## src/rtl/fifo_pkg.sv

```systemverilog
`default_nettype none
// ============================================================================
// Module   : fifo_pkg
// Purpose  : Shared defaults and helpers for the param_fifo block.
//            - FIFO_DEFAULT_* : default parameter values for param_fifo
//            - fifo_cnt_width : width of an occupancy counter for a depth
// Revision : 1.0 - initial release
// ============================================================================
package fifo_pkg;

    localparam int FIFO_DEFAULT_WIDTH = 16;
    localparam int FIFO_DEFAULT_DEPTH = 8;
    localparam int FIFO_DEFAULT_AF    = 1;
    localparam int FIFO_DEFAULT_AE    = 1;

    // Occupancy ranges over 0..depth inclusive, hence depth+1 states.
    function automatic int fifo_cnt_width(input int depth);
        return $clog2(depth + 1);
    endfunction

endpackage : fifo_pkg
`default_nettype wire

```

## src/rtl/fifo_mem.sv

```systemverilog
`default_nettype none
// ============================================================================
// Module   : fifo_mem
// Purpose  : DEPTH x WIDTH storage array with one synchronous write port and
//            one synchronous read port. The read register is cleared by rst
//            and holds its value when no read is requested.
// Ports    : clk, rst        - clock, synchronous active-high reset
//            we_i/waddr_i/wdata_i - write enable, address, data
//            re_i/raddr_i    - read enable, address
//            rdata_o         - registered read data
// Revision : 1.0 - initial release
// ============================================================================
module fifo_mem #(
    parameter int WIDTH = 16,
    parameter int DEPTH = 8,
    parameter int AW    = 3
) (
    input  logic             clk,
    input  logic             rst,
    input  logic             we_i,
    input  logic [AW-1:0]    waddr_i,
    input  logic [WIDTH-1:0] wdata_i,
    input  logic             re_i,
    input  logic [AW-1:0]    raddr_i,
    output logic [WIDTH-1:0] rdata_o
);

    logic [WIDTH-1:0] mem_q [DEPTH];
    logic [WIDTH-1:0] rdata_q;

    // Storage is deliberately not reset; stale words are unreachable because
    // the pointers and count are cleared.
    always_ff @(posedge clk) begin
        if (we_i) begin
            mem_q[waddr_i] <= wdata_i;
        end
    end

    // Read-before-write: a read and write to the same address in one cycle
    // returns the old word, which is what a full FIFO doing both needs.
    always_ff @(posedge clk) begin
        if (rst) begin
            rdata_q <= '0;
        end else if (re_i) begin
            rdata_q <= mem_q[raddr_i];
        end
    end

    assign rdata_o = rdata_q;

endmodule : fifo_mem
`default_nettype wire

```

## src/rtl/param_fifo.sv

```systemverilog
`default_nettype none
// ============================================================================
// Module   : param_fifo
// Purpose  : Single-clock parameterised FIFO with registered read data,
//            registered write/read status and combinational occupancy flags.
//            Optional macro PARAM_FIFO_STICKY_ERR_EN makes overflow/underflow
//            sticky until err_clr; otherwise they are one-cycle pulses and
//            err_clr is ignored.
// Ports    : clk, rst                 - clock, synchronous active-high reset
//            data_in, wr_en, rd_en    - write data, write/read requests
//            err_clr                  - clears sticky error flags
//            data_out, rd_valid       - read data and its valid strobe
//            wr_ack, overflow, underflow - registered status
//            full, empty, almostfull, almostempty - occupancy flags
//            count                    - current occupancy
// Revision : 1.0 - initial release
// ============================================================================
module param_fifo
    import fifo_pkg::*;
#(
    parameter int FIFO_WIDTH = FIFO_DEFAULT_WIDTH,
    parameter int FIFO_DEPTH = FIFO_DEFAULT_DEPTH,
    parameter int AF_MARGIN  = FIFO_DEFAULT_AF,
    parameter int AE_MARGIN  = FIFO_DEFAULT_AE
) (
    input  logic                                  clk,
    input  logic                                  rst,
    input  logic [FIFO_WIDTH-1:0]                 data_in,
    input  logic                                  wr_en,
    input  logic                                  rd_en,
    input  logic                                  err_clr,
    output logic [FIFO_WIDTH-1:0]                 data_out,
    output logic                                  rd_valid,
    output logic                                  wr_ack,
    output logic                                  overflow,
    output logic                                  underflow,
    output logic                                  full,
    output logic                                  empty,
    output logic                                  almostfull,
    output logic                                  almostempty,
    output logic [fifo_cnt_width(FIFO_DEPTH)-1:0] count
);

    localparam int CW = fifo_cnt_width(FIFO_DEPTH);
    localparam int PW = $clog2(FIFO_DEPTH);

    localparam logic [CW-1:0] c_DEPTH  = CW'(FIFO_DEPTH);
    localparam logic [CW-1:0] c_AF_LVL = CW'(FIFO_DEPTH - AF_MARGIN);
    localparam logic [CW-1:0] c_AE_LVL = CW'(AE_MARGIN);
    localparam logic [PW-1:0] c_PTR_LAST = PW'(FIFO_DEPTH - 1);

    logic [CW-1:0] count_q, count_d;
    logic [PW-1:0] wr_ptr_q, wr_ptr_d;
    logic [PW-1:0] rd_ptr_q, rd_ptr_d;
    logic          rd_valid_q, wr_ack_q, overflow_q, underflow_q;
    logic          overflow_d, underflow_d;

    logic w_wr_acc, w_rd_acc, w_ovf_evt, w_udf_evt;

    // ------------------------------------------------------------------------
    // Acceptance: a full FIFO still takes a write when a read frees a slot in
    // the same cycle; an empty FIFO never serves a read, even alongside a write.
    // ------------------------------------------------------------------------
    assign w_wr_acc  = wr_en && (!full || rd_en);
    assign w_rd_acc  = rd_en && !empty;
    assign w_ovf_evt = wr_en && !w_wr_acc;
    assign w_udf_evt = rd_en && empty;

    always_comb begin
        count_d  = count_q;
        wr_ptr_d = wr_ptr_q;
        rd_ptr_d = rd_ptr_q;

        case ({w_wr_acc, w_rd_acc})
            2'b10:   count_d = count_q + 1'b1;
            2'b01:   count_d = count_q - 1'b1;
            default: count_d = count_q;
        endcase

        // Explicit wrap so non-power-of-two depths work.
        if (w_wr_acc) begin
            wr_ptr_d = (wr_ptr_q == c_PTR_LAST) ? '0 : wr_ptr_q + 1'b1;
        end
        if (w_rd_acc) begin
            rd_ptr_d = (rd_ptr_q == c_PTR_LAST) ? '0 : rd_ptr_q + 1'b1;
        end
    end

`ifdef PARAM_FIFO_STICKY_ERR_EN
    // A new event in the same cycle as err_clr wins.
    assign overflow_d  = w_ovf_evt || (overflow_q  && !err_clr);
    assign underflow_d = w_udf_evt || (underflow_q && !err_clr);
`else
    logic w_err_clr_unused;
    assign w_err_clr_unused = err_clr;
    assign overflow_d       = w_ovf_evt;
    assign underflow_d      = w_udf_evt;
`endif

    always_ff @(posedge clk) begin
        if (rst) begin
            count_q     <= '0;
            wr_ptr_q    <= '0;
            rd_ptr_q    <= '0;
            rd_valid_q  <= 1'b0;
            wr_ack_q    <= 1'b0;
            overflow_q  <= 1'b0;
            underflow_q <= 1'b0;
        end else begin
            count_q     <= count_d;
            wr_ptr_q    <= wr_ptr_d;
            rd_ptr_q    <= rd_ptr_d;
            rd_valid_q  <= w_rd_acc;
            wr_ack_q    <= w_wr_acc;
            overflow_q  <= overflow_d;
            underflow_q <= underflow_d;
        end
    end

    fifo_mem #(
        .WIDTH (FIFO_WIDTH),
        .DEPTH (FIFO_DEPTH),
        .AW    (PW)
    ) u_mem (
        .clk     (clk),
        .rst     (rst),
        .we_i    (w_wr_acc),
        .waddr_i (wr_ptr_q),
        .wdata_i (data_in),
        .re_i    (w_rd_acc),
        .raddr_i (rd_ptr_q),
        .rdata_o (data_out)
    );

    assign full        = (count_q == c_DEPTH);
    assign empty       = (count_q == '0);
    assign almostfull  = (count_q >= c_AF_LVL) && !full;
    assign almostempty = (count_q <= c_AE_LVL) && !empty;

    assign count     = count_q;
    assign rd_valid  = rd_valid_q;
    assign wr_ack    = wr_ack_q;
    assign overflow  = overflow_q;
    assign underflow = underflow_q;

endmodule : param_fifo
`default_nettype wire

```

## config.mk

```make
export PLATFORM = sky130hd
export DESIGN_NAME = param_fifo
export DESIGN_NICKNAME = d
export VERILOG_FILES = /design/src/rtl/fifo_pkg.sv /design/src/rtl/fifo_mem.sv /design/src/rtl/param_fifo.sv
export SDC_FILE = /design/constraint.sdc
export NUM_CORES = 1
export LEC_CHECK = 0
export BUFFER_PORTS_ARGS = -buffer_cell sky130_fd_sc_hd__buf_4
export CAP_MARGIN = 20
export CORE_AREA = 2 2 136 138
export DETAILED_ROUTE_END_ITERATION = 12
export DIE_AREA = 0 0 138 140
export PLACE_DENSITY_LB_ADDON = 0.2
export SETUP_SLACK_MARGIN = 0.1
export SYNTH_ARGS = -nofsm -noshare
export SYNTH_HDL_FRONTEND = slang
export SYNTH_SLANG_ARGS = --single-unit
```

## constraint.sdc

```tcl
create_clock -name clk -period 3.8 [get_ports clk]
set_input_delay 0.19 -clock clk [delete_from_list [all_inputs] [get_ports clk]]
set_output_delay 0.19 -clock clk [all_outputs]
set_load 0.005 [all_outputs]
```

; ---- Word level (Yosys, flattened, before mapping)
; Memories as Yosys holds them, arrays and structs flattened. A register that Yosys moved wholly into a read port is not among the register bits.
; Index checks and enable logic that the tools add are counted.
; W data, S select, Z words.
[word_totals]
reg_bits = 14
ram_bits = 128
inputBits = 21
out_inout_bits = 28
elab_cells = 36
mem_count = 1
[op_classes]
n_addsub = 4
order_cmp = 2
eq_ne = 5
muxes = 5
reduce_logical = 12
[memory_table]
columns = name, depth, width, read_ports, rd_clocked_by_memory_dff, write_ports, line
row1 = u_mem.mem_q, 8, 16, 1, 1, 1, fifo_mem.sv:28  ; logic [WIDTH-1:0] mem_q [DEPTH];
[op_table]
columns = operator, count
row1 = $pmux W4 S2, 1
row2 = $add A3 B1 Y3 const B, 2
row3 = $eq A3 B3 Y1 const B, 2
row4 = $logic_and A1 B1 Y1, 6
row5 = $mux W3, 2
row6 = $add A4 B1 Y4 const B, 1
row7 = $eq A4 B4 Y1 const B, 1
row8 = $ge A4 B3 Y1 const B, 1
row9 = $le A4 B1 Y1 const B, 1
row10 = $logic_not A4 Y1, 1
row11 = $sub A4 B1 Y4 const B, 1
row12 = $logic_not A1 Y1, 3
row13 = $eq A2 B1 Y1 const B, 1
row14 = $eq A2 B2 Y1 const B, 1
row15 = $mux W1, 2
row16 = $reduce_bool A2 Y1, 1
row17 = $logic_or A1 B1 Y1, 1

; ---- Depth between registers and ports, before layout
[logic_depth]
depth_word = 6
ltp_mapped = 11
depth_no_buf = 10

; ---- By module
; Synthesis repeated with hierarchy kept, for this count alone.
[hier_totals]
cells_unflattened = 387
area_unflattened_um2 = 6313.6
[by_module_without_submodules]
columns = mod, instances, cells_each, area_per_inst_um2, seq_area_each_um2
row1 = fifo_mem, 1, 307, 5570.3, 4164.0
row2 = param_fifo, 1, 80, 743.2, 280.3

; ---- Least setup slack after synthesis
; No wires, ideal clock.
[synth_path]
path_kind = register -> register
startpoint = register count_q[0] (netlist: count[0])
endpoint = memory u_mem.mem_q[0][0], enable pin
setup_time_ps = 430
arrival_ps = 2599
t_required_ps = 3370
path_slack_ps = 770
path_stages_with_launch = 6
n_path_buf = 0
synth_period_minus_slack_ps = 3030
cell_sequence = dfxtp_1 -> inv_1 -> ha_1 -> nand3b_1 -> o21ai_2 -> nor4_1
[synth_via]
elab_chain_len = 6
[synth_rtl]
columns = item, line
row1 = "start, declared", param_fifo.sv:52  ; logic [CW-1:0] count_q, count_d;
row2 = "start signal, assigned", param_fifo.sv:110  ; count_q <= count_d;
row3 = $eq A4 B4 Y1, param_fifo.sv:135  ; assign full = (count_q == c_DEPTH);
row4 = $logic_not A1 Y1, param_fifo.sv:64  ; assign w_wr_acc = wr_en && (!full || rd_en);
row5 = $logic_or A1 B1 Y1, param_fifo.sv:64
row6 = $logic_and A1 B1 Y1, param_fifo.sv:64
row7 = $mux W1, fifo_mem.sv:34  ; if (we_i) begin
row8 = $mux W1 (not written as such), fifo_mem.sv:35  ; mem_q[waddr_i] <= wdata_i;
row9 = "end, declared", fifo_mem.sv:28
; No other way between the ends.

; ---- Worst setup path after layout
[layout_path]
startpoint = register count_q[1] (netlist: count[1])
endpoint = register count_q[3] (netlist: count[3])
[layout_via]
elab_chain_len = 6
elab_cells_between_ends = 13
cone_classes = add/sub (2) / eq/ne (3) / mux (1) / reduce/logical (7)
[layout_rtl]
columns = item, line
row1 = $eq A4 B4 Y1, param_fifo.sv:135
row2 = $logic_not A1 Y1, param_fifo.sv:64
row3 = $logic_or A1 B1 Y1, param_fifo.sv:64
row4 = $logic_and A1 B1 Y1, param_fifo.sv:64
row5 = $eq A2 B1 Y1 or $eq A2 B2 Y1 (tied branches), param_fifo.sv:74  ; case ({w_wr_acc, w_rd_acc})
row6 = $pmux W4 S2 or $reduce_bool A2 Y1 (tied branches), n/a
; Several ways; a longest one is shown, not always the timed one.
; A chain may end at the register's enable or synchronous reset.

==> qor.txt <==
=================================================================================
Outcome ............................................................    completed
Final setup TNS ....................................................         0 ps
TritonCTS clock tree ...............................................          yes
Inserted Clock Buffers .............................................           17
Clock H-tree levels ................................................            4
Worst rel slew slack ...............................................        0.256
Core footprint .....................................................   0.0178 mm2
Peak supply drop ...................................................       363 uV
Slowest Stage Delay on Critical Path ...............................       490 ps
Detail Placement HPWL ..............................................      7.14 mm
Dominant cells by area after synthesis ............................. sky130_fd_sc_hd__edfxtp_1, sky130_fd_sc_hd__mux2i_1, sky130_fd_sc_hd__dfxtp_1
Global-route met3 utilization ......................................       0.0356
Post-layout instance count excluding filler cells ..................          675
Post-cts gate resize count .........................................            0
Worst-Margin Slew ..................................................      1110 ps
Number of placed cells counting well taps ..........................          631
Min setup slack post-route .........................................      1140 ps
Leftover overflow at the end of global routing .....................            0
Worst hold margin ..................................................      23.1 ps
Required time at the endpoint of the critical path .................      4100 ps
Starting Density ...................................................        0.343
Setup skew after layout ............................................      11.5 ps
Count of buffer and inverter cells on the critical path ............            1
Cell types with the highest counts after synthesis ................. sky130_fd_sc_hd__edfxtp_1, sky130_fd_sc_hd__mux2i_1, sky130_fd_sc_hd__a22oi_1, sky130_fd_sc_hd__dfxtp_1, sky130_fd_sc_hd__a32o_1
Most numerous cell in the Yosys netlist ............................ sky130_fd_sc_hd__edfxtp_1
Highest attainable clock frequency .................................    0.376 GHz
Yosys warning total ................................................            0
Critical path type ................................................. flop to flop
Width of the die ...................................................       138 um
Area of the mapped netlist .........................................  0.00611 mm2
Most numerous cell on the critical path ............................ sky130_fd_sc_hd__ha_1
Cell with the biggest individual delay on the critical path ........ sky130_fd_sc_hd__o21ai_2
Sum of routed wire length over all layers ..........................      13.0 mm
Antenna violations before repair ...................................            0
Cell taking the most area after synthesis .......................... sky130_fd_sc_hd__edfxtp_1
Syn_nets ...........................................................          394
Portion of synthesized cell area occupied by the leading cell type .        0.629
Crit path time final ...............................................      2660 ps
Largest net degree at the start of global routing ..................           49
Power per cell area ................................................   615 mW/mm2
Finished Core Util .................................................        0.419
Crit share post-route ..............................................        0.699
Synth cell types ...................................................           37
Number of buffers on the longest clock path ........................            2
Remaining DRCs .....................................................            0
Total number of placement rows .....................................           49
Average wire length per cell after detail routing ..................      19.2 um
Via count normalized by instance count .............................         4.88
# port buffers .....................................................           47
Final-stage net count ..............................................          463
Initial DRC Count ..................................................          198
Total setup violations reported at the end of the flow .............            0
Antenna diodes .....................................................            0
DR pass1 iterations ................................................            4
Via count of the first global-routing pass .........................         3414
Arrival time worst endpoint ........................................      2960 ps
Clock root buffer .................................................. sky130_fd_sc_hd__clkbuf_16
Wire length of the first global-routing pass .......................      19.8 mm
Clock-pin slew on the worst setup and hold paths ...................        60 ps
Cell Chain, Critical Path .......................................... inv_1 > ha_1 > nand3b_1 > o21ai_2 > ha_1 > or4b_1 > a21oi_1 > xnor2_1 > nor2_1
Floorplan die area .................................................   0.0193 mm2
Pins Over Slew Limit ...............................................            0
Share of post-route cells with drive strength above 1 ..............        0.224
Reported leakage power .............................................      2.54 nW
GRT Overall Usage ..................................................        0.139
Synthesized area divided by synthesized cell count .................     16.8 um2
Async set or reset register ratio after synthesis ..................            0
Last weighted congestion value of the routability-driven placer ....        0.684
Post-synth EDFFs ...................................................          128
Die H ..............................................................       140 um
Post-synthesis register bit count ..................................          158
Antenna viol nets, final ...........................................            0
Worst slack at placement ...........................................      1170 ps
Unrepaired setup endpoints after global routing ....................           no
Count of endpoints failing hold in the final timing report .........            0
GR peak layer ......................................................         met2
Sequential fraction of the synthesis area ..........................        0.728
Fillcell total .....................................................         1608
Fraction of met1 tracks used by global routing .....................        0.182
TritonCTS Sinks ....................................................          158
Kind of cell adding the most delay to the critical path ............ compound AO/OA/AOI/OAI gates
Crit path launch type ..............................................         flop
GRT met2 Usage .....................................................        0.224
Max-cap check violation count ......................................            0
Sort of element at the end of the critical path ....................         flop
Synthesis-to-finish area growth ....................................        21.9%
Worst min path class ............................................... input pin to flop
Critical path peak fanout ..........................................           10
Insertion delay of the later-clocked pin in the worst-skew pair ....       410 ps
Boundary pin count .................................................           49
Vias after detailed routing ........................................         3295
Post-synthesis instance total ......................................          364
Ys flop type ....................................................... sky130_fd_sc_hd__edfxtp_1
=================================================================================
through the flow:
stage / cell area [um2] / power [mW]
after floorplan: 6110 / 2.69
after global placement: 6740 / 2.96
after detailed placement: 6740 / 2.98
after CTS: 7440 / 4.64
after global routing: 7440 / 4.80
final: 7440 / 4.57
cell usage in the layout, fill, tap and decap left out, types with 2 or more instances in the layout:
cell,instances
sky130_fd_sc_hd__inv_1,5
sky130_fd_sc_hd__nand2_1,6
sky130_fd_sc_hd__nor2_1,10
sky130_fd_sc_hd__dfxtp_1,29
sky130_fd_sc_hd__nor2b_2,2
sky130_fd_sc_hd__a21oi_1,8
sky130_fd_sc_hd__or3_1,2
sky130_fd_sc_hd__clkbuf_1,4
sky130_fd_sc_hd__xor2_1,2
sky130_fd_sc_hd__clkinv_2,4
sky130_fd_sc_hd__nand4b_1,2
sky130_fd_sc_hd__edfxtp_1,128
sky130_fd_sc_hd__a22oi_1,32
sky130_fd_sc_hd__a32o_1,15
sky130_fd_sc_hd__buf_4,58
sky130_fd_sc_hd__nor4b_1,2
sky130_fd_sc_hd__clkbuf_8,4
sky130_fd_sc_hd__mux2i_1,67
sky130_fd_sc_hd__nand2b_1,3
sky130_fd_sc_hd__nor2_2,2
sky130_fd_sc_hd__dlygate4sd3_1,12
sky130_fd_sc_hd__ha_1,9
sky130_fd_sc_hd__clkbuf_16,17
sky130_fd_sc_hd__bufinv_16,2
sky130_fd_sc_hd__nor3_2,4
timing repair:
item | CTS | global route
hold endpoints to repair | 89 | 0
setup buffers | 0 | 0
hold buffers | 12 | 0
path summary, 6_finish.rpt:
kind | from | to | slack (ps) | depth (start not counted)
max reg2reg | count[1] | count[3] | 1140 | 9
max | count[1] | count[3] | 1140 | 9
min reg2reg | u_mem.rdata_o[5] | u_mem.rdata_o[5] | 470 | 1
min | data_in[2] | u_mem.mem_q[2][2] | 20 | 1
worst register-to-register path: stages (launching register included):
cell and delay (ps):
sky130_fd_sc_hd__dfxtp_1 350, sky130_fd_sc_hd__inv_1 140, sky130_fd_sc_hd__ha_1 190, sky130_fd_sc_hd__nand3b_1 160, sky130_fd_sc_hd__o21ai_2 490, sky130_fd_sc_hd__ha_1 350
sky130_fd_sc_hd__or4b_1 460, sky130_fd_sc_hd__a21oi_1 220, sky130_fd_sc_hd__xnor2_1 140, sky130_fd_sc_hd__nor2_1 50
area by class of cell:
type	instances	area [um2]	area share
tap	229	287	0.0385
clock buffer	25	495	0.0666
timing repair buffer	70	556	0.0746
sequential	158	4450	0.598
clock inverter	7	83.8	0.0113
inverter	6	22.5	0.00303
multi-input combinational	180	1550	0.208
report_power, final:
group	switching, mW	internal [mW]
sequential	0.160	1.99
combinational	0.375	0.417
clock	0.602	1.03
cell families after synthesis:
logic type | after synthesis | synth area share
adder cells (fa/ha/maj) | 9 | 0.0184
multiplexers | 67 | 0.110
XOR/XNOR | 3 | 0.00430
flip-flops | 158 | 0.728
buffers and inverters | 26 | 0.0240
AO/OA/AOI/OAI | 61 | 0.0797
AND/OR/NAND/NOR | 40 | 0.0361
per-layer routing:
layer  part of all wire  up-vias
met4             0.0048        0
li1                   -     1579
met5                  0        -
met3              0.042        4
met2               0.50       68
met1               0.46     1644
state kept, by name, indices dropped and copies added, names as in the netlist:
| name | cells |
|---|---|
| u_mem.mem_q | 128 |
| u_mem.rdata_o | 16 |
| count | 4 |
| rd_ptr_q | 3 |
| wr_ptr_q | 3 |
| overflow | 1 |
| rd_valid | 1 |
| underflow | 1 |
| wr_ack | 1 |
(Power assumes the default switching activity.)
